**config.mk**
```make
export PLATFORM = sky130hd
export DESIGN_NAME = snake_line_renderer
export DESIGN_NICKNAME = d
export VERILOG_FILES = /design/src/rtl/snake_line_renderer.sv
export SDC_FILE = /design/constraint.sdc
export NUM_CORES = 2
export LEC_CHECK = 0
export CORE_ASPECT_RATIO = 0.7
export CORE_MARGIN = 2
export CORE_UTILIZATION = 57
export CTS_BUF_LIST = sky130_fd_sc_hd__clkbuf_16
export CTS_CLUSTER_DIAMETER = 100
export CTS_CLUSTER_SIZE = 16
export DETAILED_ROUTE_END_ITERATION = 12
export PLACE_DENSITY_LB_ADDON = 0.1
export SLEW_MARGIN = 20
export SYNTH_ARGS = -nofsm -noshare
export SYNTH_HDL_FRONTEND = slang
export SYNTH_SLANG_ARGS = --single-unit
```
**constraint.sdc**
```tcl
create_clock -name clock -period 43.9 [get_ports clock]
set_input_delay 10.975 -clock clock [delete_from_list [all_inputs] [get_ports clock]]
set_output_delay 10.975 -clock clock [all_outputs]
set_load 0.02 [all_outputs]
```
**src/rtl/snake_line_renderer.sv**
```systemverilog
// snake_line_renderer
//
// Turns the live snake and the food position into per-pixel object codes,
// one scanline ahead of the display. Two line banks ping-pong: the display
// bank feeds pixel_kind while the other bank is rasterised for the next row.
// Each object is drawn as horizontal runs of a circle, one pixel per cycle.
//
// Ports:
//   clock       system clock
//   reset_n     asynchronous active-low reset
//   snake       packed snake: {length[LEN_W-1:0], pt[MAX_LENGTH-1], ..., pt[0]},
//               each pt = {x[X_W-1:0], y[Y_W-1:0]}; pt[0] is the head
//   food        food centre {x, y}
//   has_food    food present
//   line_start  one-cycle pulse: swap banks and start building build_row
//   build_row   row to rasterise, sampled on line_start
//   pixel_x     current display column
//   pixel_kind  0 none, 1 food, 2 body, 3 head; one cycle after pixel_x
//   busy        a build is in progress
//   overrun     sticky: line_start arrived while busy (cleared only by reset)
module snake_line_renderer #(
    parameter  int H_ACTIVE   = 640,
    parameter  int V_ACTIVE   = 480,
    parameter  int MAX_LENGTH = 8,
    parameter  int RADIUS     = 8,
    localparam int X_W        = $clog2(H_ACTIVE),
    localparam int Y_W        = $clog2(V_ACTIVE),
    localparam int LEN_W      = $clog2(MAX_LENGTH + 1),
    localparam int PT_W       = X_W + Y_W,
    localparam int SNAKE_W    = LEN_W + MAX_LENGTH * PT_W
) (
    input  logic               clock,
    input  logic               reset_n,
    input  logic [SNAKE_W-1:0] snake,
    input  logic [PT_W-1:0]    food,
    input  logic               has_food,
    input  logic               line_start,
    input  logic [Y_W-1:0]     build_row,
    input  logic [X_W-1:0]     pixel_x,
    output logic [1:0]         pixel_kind,
    output logic               busy,
    output logic               overrun
);

    localparam int SEG_W = (MAX_LENGTH > 1) ? $clog2(MAX_LENGTH) : 1;
    localparam int CW    = X_W + 2;               // signed column arithmetic
    localparam int DW    = Y_W + 1;               // signed row difference
    localparam int RI_W  = $clog2(RADIUS + 1);    // half-width table index

    typedef enum logic [2:0] {
        S_IDLE, S_CLEAR, S_FOOD_SETUP, S_FOOD_FILL, S_SEG_SETUP, S_SEG_FILL
    } state_t;

    // Largest w with w*w + d*d <= RADIUS*RADIUS, evaluated at elaboration.
    function automatic int half_width(input int d);
        int w;
        w = 0;
        for (int i = 0; i <= RADIUS; i++)
            if (i * i + d * d <= RADIUS * RADIUS) w = i;
        return w;
    endfunction

    logic [CW-1:0] hw_tab [RADIUS+1];
    for (genvar d = 0; d <= RADIUS; d++) begin : g_hw
        assign hw_tab[d] = CW'(half_width(d));
    end

    logic [X_W-1:0] seg_x [MAX_LENGTH];
    logic [Y_W-1:0] seg_y [MAX_LENGTH];
    for (genvar i = 0; i < MAX_LENGTH; i++) begin : g_seg
        assign seg_x[i] = snake[i*PT_W+Y_W +: X_W];
        assign seg_y[i] = snake[i*PT_W +: Y_W];
    end

    logic [LEN_W-1:0] snake_len;
    assign snake_len = snake[SNAKE_W-1 -: LEN_W];

    state_t           state_q, state_d;
    logic             disp_q, disp_d;
    logic [Y_W-1:0]   row_q, row_d;
    logic [LEN_W-1:0] len_q, len_d;
    logic [X_W-1:0]   fx_q, fx_d;
    logic [Y_W-1:0]   fy_q, fy_d;
    logic             has_food_q, has_food_d;
    logic [SEG_W-1:0] seg_q, seg_d;
    logic [X_W-1:0]   x_q, x_d;
    logic [X_W-1:0]   xe_q, xe_d;
    logic [1:0]       valid_q, valid_d;      // bank has completed a build
    logic             overrun_q, overrun_d;
    logic [1:0]       pixel_kind_q, pixel_kind_d;

    logic [1:0]       line_mem [2][H_ACTIVE];
    logic             build_bank;
    logic             wr_en;
    logic [1:0]       wr_data;

    assign build_bank = ~disp_q;

    // Circle-run setup for the current object.
    logic                 in_food;
    logic [X_W-1:0]       cx;
    logic [Y_W-1:0]       cy;
    logic signed [DW-1:0] dy_diff;
    logic [DW-1:0]        dy_abs;
    logic                 in_rows;
    logic [RI_W-1:0]      dy_idx;
    logic signed [CW-1:0] cx_s, w_s, xs_s, xe_s;
    logic [X_W-1:0]       xs_c, xe_c;
    logic                 obj_hit;

    // NOTE: every signal written in an always_comb gets a default at the top
    // of the block; a path that leaves it unassigned would infer a latch.
    always_comb begin
        in_food = (state_q == S_FOOD_SETUP) || (state_q == S_FOOD_FILL);
        cx      = in_food ? fx_q : seg_x[seg_q];
        cy      = in_food ? fy_q : seg_y[seg_q];
        dy_diff = $signed({1'b0, row_q}) - $signed({1'b0, cy});
        dy_abs  = dy_diff[DW-1] ? DW'(-dy_diff) : DW'(dy_diff);
        in_rows = (dy_abs <= DW'(RADIUS));
        dy_idx  = in_rows ? dy_abs[RI_W-1:0] : '0;
        cx_s    = $signed({2'b00, cx});
        w_s     = $signed(hw_tab[dy_idx]);
        xs_s    = cx_s - w_s;
        xe_s    = cx_s + w_s;
        xs_c    = xs_s[CW-1] ? '0 : xs_s[X_W-1:0];
        xe_c    = (xe_s > $signed(CW'(H_ACTIVE - 1))) ? X_W'(H_ACTIVE - 1)
                                                      : xe_s[X_W-1:0];
        // An off-screen centre can leave an empty run; skip it.
        obj_hit = in_rows && (xs_c <= xe_c);
    end

    logic advance;
    logic pix_in_range;

    always_comb begin
        state_d      = state_q;
        disp_d       = disp_q;
        row_d        = row_q;
        len_d        = len_q;
        fx_d         = fx_q;
        fy_d         = fy_q;
        has_food_d   = has_food_q;
        seg_d        = seg_q;
        x_d          = x_q;
        xe_d         = xe_q;
        valid_d      = valid_q;
        overrun_d    = overrun_q;
        wr_en        = 1'b0;
        wr_data      = 2'd0;
        advance      = 1'b0;

        case (state_q)
            S_IDLE: ;
            S_CLEAR: begin
                wr_en = 1'b1;
                if (x_q == X_W'(H_ACTIVE - 1)) begin
                    if (has_food_q) begin
                        state_d = S_FOOD_SETUP;
                    end else begin
                        state_d = S_SEG_SETUP;
                        seg_d   = SEG_W'(len_q - LEN_W'(1));
                    end
                end else begin
                    x_d = x_q + X_W'(1);
                end
            end
            S_FOOD_SETUP, S_SEG_SETUP: begin
                if (obj_hit) begin
                    x_d     = xs_c;
                    xe_d    = xe_c;
                    state_d = in_food ? S_FOOD_FILL : S_SEG_FILL;
                end else begin
                    advance = 1'b1;
                end
            end
            S_FOOD_FILL, S_SEG_FILL: begin
                wr_en   = 1'b1;
                wr_data = in_food ? 2'd1 : ((seg_q == '0) ? 2'd3 : 2'd2);
                if (x_q == xe_q) advance = 1'b1;
                else             x_d     = x_q + X_W'(1);
            end
            default: state_d = S_IDLE;
        endcase

        // Objects are drawn food, tail..segment 1, head: later writes win.
        if (advance) begin
            if (in_food) begin
                state_d = S_SEG_SETUP;
                seg_d   = SEG_W'(len_q - LEN_W'(1));
            end else if (seg_q == '0) begin
                state_d             = S_IDLE;
                valid_d[build_bank] = 1'b1;
            end else begin
                state_d = S_SEG_SETUP;
                seg_d   = seg_q - SEG_W'(1);
            end
        end

        // A new line always wins; an unfinished build is abandoned as-is.
        if (line_start) begin
            if (state_q != S_IDLE) overrun_d = 1'b1;
            valid_d    = valid_q;
            wr_en      = 1'b0;
            disp_d     = ~disp_q;
            row_d      = build_row;
            fx_d       = food[PT_W-1 -: X_W];
            fy_d       = food[Y_W-1:0];
            has_food_d = has_food;
            if (snake_len == '0)                       len_d = LEN_W'(1);
            else if (snake_len > LEN_W'(MAX_LENGTH))   len_d = LEN_W'(MAX_LENGTH);
            else                                       len_d = snake_len;
            x_d        = '0;
            state_d    = S_CLEAR;
        end
    end

    always_comb begin
        pix_in_range = ({1'b0, pixel_x} < (X_W + 1)'(H_ACTIVE));
        pixel_kind_d = 2'd0;
        if (pix_in_range && valid_q[disp_q])
            pixel_kind_d = line_mem[disp_q][pixel_x];
    end

    // NOTE: state uses non-blocking assignments so every flop samples the
    // values from before the edge, independent of statement order.
    always_ff @(posedge clock or negedge reset_n) begin
        if (!reset_n) begin
            state_q      <= S_IDLE;
            disp_q       <= 1'b0;
            row_q        <= '0;
            len_q        <= LEN_W'(1);
            fx_q         <= '0;
            fy_q         <= '0;
            has_food_q   <= 1'b0;
            seg_q        <= '0;
            x_q          <= '0;
            xe_q         <= '0;
            valid_q      <= 2'b00;
            overrun_q    <= 1'b0;
            pixel_kind_q <= 2'd0;
        end else begin
            state_q      <= state_d;
            disp_q       <= disp_d;
            row_q        <= row_d;
            len_q        <= len_d;
            fx_q         <= fx_d;
            fy_q         <= fy_d;
            has_food_q   <= has_food_d;
            seg_q        <= seg_d;
            x_q          <= x_d;
            xe_q         <= xe_d;
            valid_q      <= valid_d;
            overrun_q    <= overrun_d;
            pixel_kind_q <= pixel_kind_d;
        end
    end

    // NOTE: the line banks have no reset; each is cleared by its own build
    // and gated by valid_q until then, so it maps onto plain RAM.
    always_ff @(posedge clock) begin
        if (wr_en) line_mem[build_bank][x_q] <= wr_data;
    end

    assign pixel_kind = pixel_kind_q;
    assign busy       = (state_q != S_IDLE);
    assign overrun    = overrun_q;

endmodule

```
==> impl_metrics.csv <==
group,metric,value,unit
outcome,outcome,"completed",
timing,finalSetupViolCount,0,
timing,rsz0062_at_grt,"no",
setup_path,cpMostUsedCell,"a21oi_1",
drt,wl_per_cell,29.5,um
final_layout,areaGrowthSynthToFinish,8.33,%
power_and_ir_drop,power.leakage,0.0406,uW
power_and_ir_drop,power_frac_clock,0.331,
job,cap_violations,0,
grt,antenna_found_initial,7,
timing,skew,0.0484,ns
cts,numCtsBuffers,189,
drt,antenna_left,0,
grt,overflow,0,
drt,vias_per_cell,6.58,
synth,synth_edf_count,2560,
synth,synthTopCellsByCount,"edfxtp_1, nor2_1, mux4_2",
final_layout,drive_above_1_share,0.186,
final_layout,final_util,0.620,
timing,hold_viol,0,
synth,avgSynthCellArea,17.5,sq um
setup_path,startpoint_type,"primary input",
place,pre_cts_ws,23.76,ns
drt,first_iter_violations,7352,
min_path,hp-class,"reg -> reg",
power_and_ir_drop,comb_power_share,0.102,
drt,routed_wl,258000,um
place,dp_hpwl,146000,um
cts,ctsRootBufferMaster,"clkbuf_16",
synth,synth_nets,6441,
final_layout,num-fill-cells,13500,
cts,ctsResizeCount,0,
cts,cts_tree,"done",
synth,netlist_area,109000,sq um
timing,fin_crit_sh,0.444,
power_and_ir_drop,power.switching,1090,uW
floorplanning,io_pins,202,
floorplanning,floorplan.rows,134,
drt,drc,0,
drt,num_vias,57600,
timing,tightest_slew,1.16,ns
power_and_ir_drop,seq_power_share,0.567,
cts,cts_htree_levels,4,
floorplanning,dieArea,194000,sq um
power_and_ir_drop,p_sw_frac,0.228,
setup_path,critPathMaxStageDelay,0.74,ns
place,place_congestion,0.826,
synth,async_flop_share,0.0244,
setup_path,cp_max_fo,13,
cts,clock_latency,0.86,ns
synth,yosysUniqueCellTypes,66,
cts,cts-hold-fix-buffers,0,
power_and_ir_drop,peakVddDrop,0.0000324,V
synth,ys_seq_area_frac,0.721,
cts,cts_setup_buffers,0,
drt,dr.pass1.iters,6,
floorplanning,dieWidth,526,um
setup_path,path_delay_family,"compound AO/OA/AOI/OAI gates",
cts,cts.sinks,2624,
synth,yosysTopAreaCellShare,0.707,
grt,grt_usage,0.267,
cts,clk_pin_slew_worst_paths,0.08,ns
synth,synth.most_common_cell,"edfxtp_1",
synth,synth.area.top_cells,"edfxtp_1, mux4_2, nor2_1",
floorplanning,die_h,370,um
setup_path,arrival,20.20,ns
setup_path,crit_path_end_kind,"flip-flop",
place,portBuffers,201,
floorplanning,core,190000,sq um
setup_path,worstSetupPathType,"in -> reg",
timing,timing.final.ws_setup,24.43,ns
synth,syn_inst,6205,
final_layout,final_nets,6448,
power_and_ir_drop,p_per_area,40.7,nW/um^2
floorplanning,initial_core_util,0.572,
synth,yosys_register_bits,2624,
timing,clock.fmax,0.0514,GHz
synth,synthFlopType,"edfxtp_1",
timing,min_period,19.47,ns
timing,slew_violations,0,
cts,clk_path_buf_depth,4,
setup_path,cp_data_required_time,44.63,ns
setup_path,cp_num_buf_inv,3,
timing,finalSetupTns,0,ns
timing,slew_headroom,0.225,
setup_path,critPathSlowestCell,"o21ai_1",
grt,grt_pass1_vias,58500,
synth,yosys_warnings,0,
grt,grt_pass1_wl,385000,um
synth,synth_largest_area_cell,"edfxtp_1",
power_and_ir_drop,internal_power,3700,uW
grt,grt_max_degree,262,
timing,holdWs,0.475,ns
## through the flow
stage                     cells  power (uW)  instance area (sq um)
after CTS                  8748        4840                 118000
after global routing       8751        4950                 118000
after global placement     8535        3280                 113000
after floorplan            6205        3200                 109000
after detailed placement   8535        3280                 113000
final                      8751        4800                 118000
## registers in the layout (all words and copies together), names as in the netlist, 2 cells and up
register,count
valid_q,2
len_q,3
x_q,10
pixel_kind,2
xe_q,10
row_q,9
line_mem,2560
fy_q,9
state_q,3
seg_q,3
fx_q,10
## power groups by stage
| stage | Combinational (uW) | Sequential [uW] | Clock (uW) |
|---|---|---|---|
| after floorplan | 429 | 2770 | 0 |
| after global placement | 498 | 2780 | 0 |
| after detailed placement | 501 | 2780 | 0 |
| after CTS | 502 | 2720 | 1610 |
| after global routing | 532 | 2720 | 1700 |
| final | 490 | 2720 | 1590 |
## metal layers
layer / global-route usage / routed length [um]
met5: 0 / 0
met4: 0.0617 / 5800
met3: 0.0509 / 23900
met1: 0.412 / 111000
met2: 0.400 / 117000
## cell usage in the layout (no fill, tap or decap), drive strengths merged, types with 18 or more instances in the layout
master,instances
o22ai,58
o21ai,52
a22oi,113
buf,144
ha,35
a21oi,113
clkbuf,194
mux4,710
xnor2,18
o31ai,18
clkdlybuf4s50,196
a22o,81
nor2,1345
dfrtp,63
nand2,150
nor2b,23
nor3,46
inv,44
mux2,32
edfxtp,2560
a221oi,81
## path summary, 6_finish.rpt
path,cells past startpoint,slack (ns),end,from
setup reg to reg,38,33.97,x_q[6],seg_q[0]
min in group asynchronous,1,10.25,overrun,reset_n
setup / recovery,38,24.43,x_q[6],snake[133]
hold reg to reg,1,0.47,valid_q[0],valid_q[0]
max in group asynchronous,1,32.94,disp_q,reset_n
hold / removal,1,0.47,valid_q[0],valid_q[0]
## worst reg2reg max path: cells and delay by family, from the launching register on
family | cells | cell delay [ns]
AOI/OAI and AO/OA | 20 | 4.89
DFF | 1 | 0.34
adders and majority gates | 4 | 1.16
xor gates and xnor gates | 2 | 0.33
and+or+nand+nor | 7 | 1.40
buffers and inverters | 3 | 0.86
muxes | 2 | 0.83
## cells by family after synthesis
family | Yosys count | synth area share
flip-flops | 2624 | 0.721
adder cells (fa/ha/maj) | 38 | 0.00458
buffers and inverters | 550 | 0.0233
AO/OA/AOI/OAI | 566 | 0.0370
AND/OR/NAND/NOR | 1646 | 0.0599
XOR/XNOR | 29 | 0.00233
multiplexers | 752 | 0.152
## final cells by class
cell class                      count  area [sq um]  area share
Tap cell                         2516          3150      0.0267
Antenna cell                        1          2.50   0.0000212
Sequential cell                  2624         78500       0.666
Timing Repair Buffer              340          3220      0.0273
Clock buffer                      194          4850      0.0412
Multi-Input combinational cell   3031         27900       0.237
Clock inverter                     19          93.8    0.000796
Inverter                           26          97.6    0.000828
Power figures use the tool's default switching activity.
